**src/rtl/ahb_apb_bridge_pkg.sv**
```systemverilog
// Shared types and encodings for the AHB-Lite to APB bridge.
package ahb_apb_bridge_pkg;

  typedef enum logic [2:0] {
    IDLE   = 3'd0,
    WDATA  = 3'd1,
    SETUP  = 3'd2,
    ACCESS = 3'd3,
    ERR1   = 3'd4,
    ERR2   = 3'd5
  } state_t;

  localparam logic [1:0] HTRANS_IDLE   = 2'b00;
  localparam logic [1:0] HTRANS_BUSY   = 2'b01;
  localparam logic [1:0] HTRANS_NONSEQ = 2'b10;
  localparam logic [1:0] HTRANS_SEQ    = 2'b11;

  localparam logic [2:0] HSIZE_WORD = 3'b010;

  localparam logic HRESP_OKAY  = 1'b0;
  localparam logic HRESP_ERROR = 1'b1;

endpackage

```
**src/rtl/ahb_apb_bridge.sv**
```systemverilog
// AHB-Lite slave to single-slave APB master; one SETUP+ACCESS per accepted word transfer.
// Wait states held until PREADY; PSLVERR and illegal transfers give a two-cycle ERROR.
module ahb_apb_bridge
  import ahb_apb_bridge_pkg::*;
#(
  parameter int APB_ADDR_WIDTH = 12,
  parameter int AHB_ADDR_WIDTH = 32
) (
  input  logic                      HCLK,
  input  logic                      HRESET,
  input  logic                      HSEL,
  input  logic [AHB_ADDR_WIDTH-1:0] HADDR,
  input  logic [1:0]                HTRANS,
  input  logic                      HWRITE,
  input  logic [2:0]                HSIZE,
  input  logic [31:0]               HWDATA,
  input  logic                      HREADY,
  output logic                      HREADYOUT,
  output logic                      HRESP,
  output logic [31:0]               HRDATA,
  output logic [APB_ADDR_WIDTH-1:0] PADDR,
  output logic [31:0]               PWDATA,
  output logic                      PWRITE,
  output logic                      PSEL,
  output logic                      PENABLE,
  input  logic [31:0]               PRDATA,
  input  logic                      PREADY,
  input  logic                      PSLVERR
);

  state_t                    state, next_state;
  logic                      accept, legal, can_accept;
  logic [APB_ADDR_WIDTH-1:0] addr_q;
  logic                      write_q;
  logic [2:0]                size_q;

  assign accept     = HSEL && HREADY && ((HTRANS == HTRANS_NONSEQ) || (HTRANS == HTRANS_SEQ));
  assign legal      = (HSIZE == HSIZE_WORD) && (HADDR[1:0] == 2'b00);
  assign can_accept = (state == IDLE) || (state == ERR2);

  always_ff @(posedge HCLK or negedge HRESET) begin
    if (!HRESET) state <= IDLE;
    else         state <= next_state;
  end

  always_comb begin
    next_state = state;
    case (state)
      IDLE, ERR2: begin
        if (!accept)     next_state = IDLE;
        else if (!legal) next_state = ERR1;
        else if (HWRITE) next_state = WDATA;
        else             next_state = SETUP;
      end
      WDATA:  next_state = SETUP;
      SETUP:  next_state = ACCESS;
      ACCESS: if (PREADY) next_state = PSLVERR ? ERR1 : IDLE;
      ERR1:   next_state = ERR2;
      default: next_state = IDLE;
    endcase
  end

  always_comb begin
    HREADYOUT = (state == IDLE) || (state == ERR2);
    HRESP     = ((state == ERR1) || (state == ERR2)) ? HRESP_ERROR : HRESP_OKAY;
    PSEL      = (state == SETUP) || (state == ACCESS);
    PENABLE   = (state == ACCESS);
  end

  // Address phase is latched even for illegal transfers; it simply never reaches APB.
  always_ff @(posedge HCLK or negedge HRESET) begin
    if (!HRESET) begin
      addr_q  <= '0;
      write_q <= 1'b0;
      size_q  <= 3'b000;
      PWDATA  <= 32'h0;
      HRDATA  <= 32'h0;
    end else begin
      if (can_accept && accept) begin
        addr_q  <= HADDR[APB_ADDR_WIDTH-1:0];
        write_q <= HWRITE;
        size_q  <= HSIZE;
      end
      if (state == WDATA) PWDATA <= HWDATA;
      if ((state == ACCESS) && PREADY && !PSLVERR && !write_q) HRDATA <= PRDATA;
    end
  end

  assign PADDR  = addr_q;
  assign PWRITE = write_q;

  logic unused_bits;
  assign unused_bits = ^{HADDR[AHB_ADDR_WIDTH-1:APB_ADDR_WIDTH], size_q};

endmodule
```
**config.mk**
```make
export PLATFORM = sky130hd
export DESIGN_NAME = ahb_apb_bridge
export DESIGN_NICKNAME = d
export VERILOG_FILES = /design/src/rtl/ahb_apb_bridge_pkg.sv /design/src/rtl/ahb_apb_bridge.sv
export SDC_FILE = /design/constraint.sdc
export NUM_CORES = 1
export LEC_CHECK = 0
export CAP_MARGIN = 20
export CELL_PAD_IN_SITES_DETAIL_PLACEMENT = 0
export CELL_PAD_IN_SITES_GLOBAL_PLACEMENT = 1
export CORE_MARGIN = 3
export CORE_UTILIZATION = 29
export CTS_CLUSTER_DIAMETER = 150
export DETAILED_ROUTE_END_ITERATION = 16
export PLACE_DENSITY_LB_ADDON = 0.08
export SETUP_SLACK_MARGIN = 0.4
export SYNTH_ARGS = -nofsm -noshare
export SYNTH_HDL_FRONTEND = slang
export SYNTH_SLANG_ARGS = --single-unit
```
**constraint.sdc**
```tcl
create_clock -name HCLK -period 1.8 [get_ports HCLK]
set_clock_uncertainty 0.05 [all_clocks]
set_input_delay 0.18 -clock HCLK [delete_from_list [all_inputs] [get_ports HCLK]]
set_output_delay 0.18 -clock HCLK [all_outputs]
set_load 0.02 [all_outputs]
```
==> results of run 1 <==
## worst min path at each step
stage            endpoint  depth (start not counted)
2_1_floorplan   HRDATA[0]                          0
3_3_place_gp   PWDATA[26]                          1
3_5_place_dp   PWDATA[26]                          1
4_1_cts        PWDATA[26]                          2
5_1_grt        PWDATA[26]                          2
6_report       PWDATA[26]                          2
## flip-flops by register name, indices dropped and copies added, names as in the netlist
signal / count
HRDATA: 32
PWDATA: 32
PADDR: 12
state: 3
PWRITE: 1
## through the flow
stage / setup slack (ps) / power [uW] / utilization, % / instances
2_1_floorplan: 165 / 6040 / - / 191
3_3_place_gp: 153 / 8430 / 47.4 / 499
3_5_place_dp: 124 / 8480 / 47.4 / 499
4_1_cts: 201 / 9650 / 50.0 / 524
5_1_grt: 146 / 10300 / 50.7 / 528
6_report: 185 / 9700 / 50.7 / 528
## cells by family after synthesis
| kind of cell | count (synthesis) | share of synthesized area [%] |
|---|---|---|
| flip-flops | 80 | 61.7 |
| multiplexers | 77 | 30.2 |
| AND/OR/NAND/NOR | 19 | 4.32 |
| buffers and inverters | 8 | 2.31 |
| AO/OA/AOI/OAI | 6 | 1.04 |
| XOR/XNOR | 1 | 0.501 |
## synthesized netlist by cell type (2+ instances only)
cell / instances / share of area, %
dfrtp_1: 80 / 62
mux2_2: 47 / 16
mux2_4: 30 / 14
buf_4: 4 / 0.92
buf_6: 4 / 1.4
a21oi_1: 3 / 0.46
nand2_1: 3 / 0.35
nand3_1: 3 / 0.46
nor2b_1: 3 / 0.58
nand2b_1: 2 / 0.39
nor2_1: 2 / 0.23
## area by class of cell
type	instances	area, um2
flip-flops and latches	80	2000
clock buffers	9	124
fillers	975	5370
clock inverters	7	118
well taps	140	175
multi-input cells	103	1230
repair buffers	189	1870
## power breakdown
part           total (uW)  leakage, uW  internal [uW]  switching [uW]
registers            3160     0.000963           2700             454
logic                4940      0.00153           2610            2330
clock network        1610     0.000124            924             685
## metal layers
metal | global-route usage [%] | share of wire [%] | vias to the layer above | wire length [um]
met4 | 4.38 | 1.3 | 0 | 110
met1 | 17.0 | 43 | 1090 | 3630
li1 | - | - | 1056 | -
met3 | 5.33 | 8.8 | 10 | 731
met5 | 0 | 0 | - | 0
met2 | 20.5 | 46 | 94 | 3880
## placed cells by master (no fill, tap or decap), drive strengths merged
| cell | count |
|---|---|
| dlygate4sd3 | 1 |
| xor2 | 1 |
| clkdlybuf4s50 | 85 |
| nor2 | 2 |
| and2 | 1 |
| nor4 | 1 |
| nor2b | 4 |
| nor3 | 1 |
| dlygate4sd2 | 77 |
| o21ai | 1 |
| nand2b | 2 |
| o22ai | 1 |
| nand2 | 3 |
| buf | 25 |
| o21a | 1 |
| dfrtp | 80 |
| mux2 | 77 |
| nor3b | 1 |
| inv | 1 |
| a21oi | 3 |
| bufinv | 3 |
| clkbuf | 10 |
| nand3 | 4 |
| clkinv | 3 |
## what timing repair did
action                     in CTS  in global routing
hold buffers                    1                  0
pin swaps                       2                  0
buffers inserted                6                  2
hold endpoints to repair       49                  0
setup endpoints to repair     159                 82
cloned                          2                  2
gates resized for setup       111                 10
==> summary.md, run 1 <==
| Metric | Value |
|---|---|
| Critical-path top delay cell | dfrtp_2 |
| Final setup vio count | 0 |
| Cell area after technology mapping | 0.00325 mm2 |
| Critical path buffer and inverter count | 3 |
| Critical path's top delay family | flip-flops |
| Routed via count | 2250 |
| Data required time of the critical path | 1980 ps |
| Most frequently used flop master after synthesis | dfrtp_1 |
| Cell leakage power | 0.00262 uW |
| Detailed placement HPWL | 5.91 mm |
| Setup slack of the worst register-to-register path | 180 ps |
| Number of max-slew violations in the final report | 0 |
| Number of hold-slack violations in the final timing report | 0 |
| H-tree levels | 3 |
| Chain of cells forming the critical path | buf_4, nor3b_4, buf_4, buf_12, mux2_2 |
| Total number of clock tree sinks | 80 |
| Initial core utilization | 29.8% |
| Die Footprint | 0.0125 mm2 |
| Start-to-end type of the worst setup path | register to register |
| Share of flip-flops with an asynchronous set or reset after synthesis | 100% |
| Distinct cells, synth | 21 |
| Global-route total usage across every layer | 13.3% |
| Antenna diodes | 0 |
| Number of nets in the layout | 491 |
| Final worst hold slack | 236 ps |
| Area added between synthesis and finish | 70.1% |
| Crit. Startpoint | state[2] |
| Core Area | 0.0109 mm2 |
| Number of global-route vias before repair | 2445 |
| Run status | finished clean |
| Finished layout cell area | 0.00552 mm2 |
| R2R Path End | PWDATA[16] |
| Num ports | 189 |
| Input/output buffers | 167 |
| Clk slew on worst S/H paths | 80 ps |
| Initial antenna violation count | 0 |
| CP Data Arrival Time | 1800 ps |
| Min Clock Period, post-route | 1620 ps |
| Synthesized instance count | 191 |
| Post-DRT Antenna Nets | 0 |
| Critical Path Start Type | register |
| TritonCTS clock tree | done |
| Worst reg2reg path depth | 5 |
| Count of synthesis-stage warnings from yosys | 0 |
| Mean post-synth cell area | 17.0 um2 |
| Height of the chip | 112 um |
| Post-synthesis net count | 299 |
| Stages on the worst setup path | 5 |
| Areal power density over the cells | 1760 mW/mm2 |
| Largest net degree at the start of global routing | 33 |
| Global-route wire length before repair | 13.2 mm |
| Iteration-0 DRC Markers | 34 |
| Tightest Pin Transition | 531 ps |
| Last element of the critical path | PWDATA[16] |
| Unrepaired setup endpoints after global routing | yes |
| Cell area after placement | 0.00516 mm2 |
| Clock latency of the later-clocked register in the worst-skew pair | 350 ps |
| Layout cell share with drive strength beyond 1 | 33.2% |
| Gpl congestion | 0.713 |
| Number of enable-type register cells in the synthesized netlist | 0 |
| Worst stage delay on the critical path | 460 ps |
| VDD IR max | 614 uV |
| Placement row count | 38 |
| Relative slew slack | 64.2% |
| Clock buffer count from CTS | 9 |
| Biggest fanout along the worst timing path | 16 |
| Total of max-cap violations | 0 |
| Detailed-route vias per instance | 4.26 |
| Number of optimization iterations in the first detailed-route pass | 3 |
| Startpoint of the worst register-to-register path | state[2] |
| Die width | 112 um |
| Register bit total from synthesis | 80 |
| Share of synthesized area occupied by flip-flops and latches | 61.7% |
| Worst min path class | input pin to asynchronous set/reset pin |
| Average routed wire per standard cell | 15.8 um |
| Setup crit end kind | register |
| Buffer depth of the longest clock path | 2 |
| CTS Root Buffer Type | clkbuf_8 |
| F_max | 619 MHz |
| Overflow left after global routing | 0 |
| Detailed-route DRC error count | 0 |
| Final Cycle Share | 89.7% |
| Cell seen most often among critical-path stages | buf_4 |
| Final TNS setup | 0 ps |
| Detailed-route wire length | 8.34 mm |
Note: power is estimated with default switching activity, not from simulation.
==> inputs of run 2 (changes only) <==
GPL_ROUTABILITY_DRIVEN = 0   (was unset)
==> results of run 2 <==
Same layout as run 1: the final DEF is identical, and so are final timing and power.
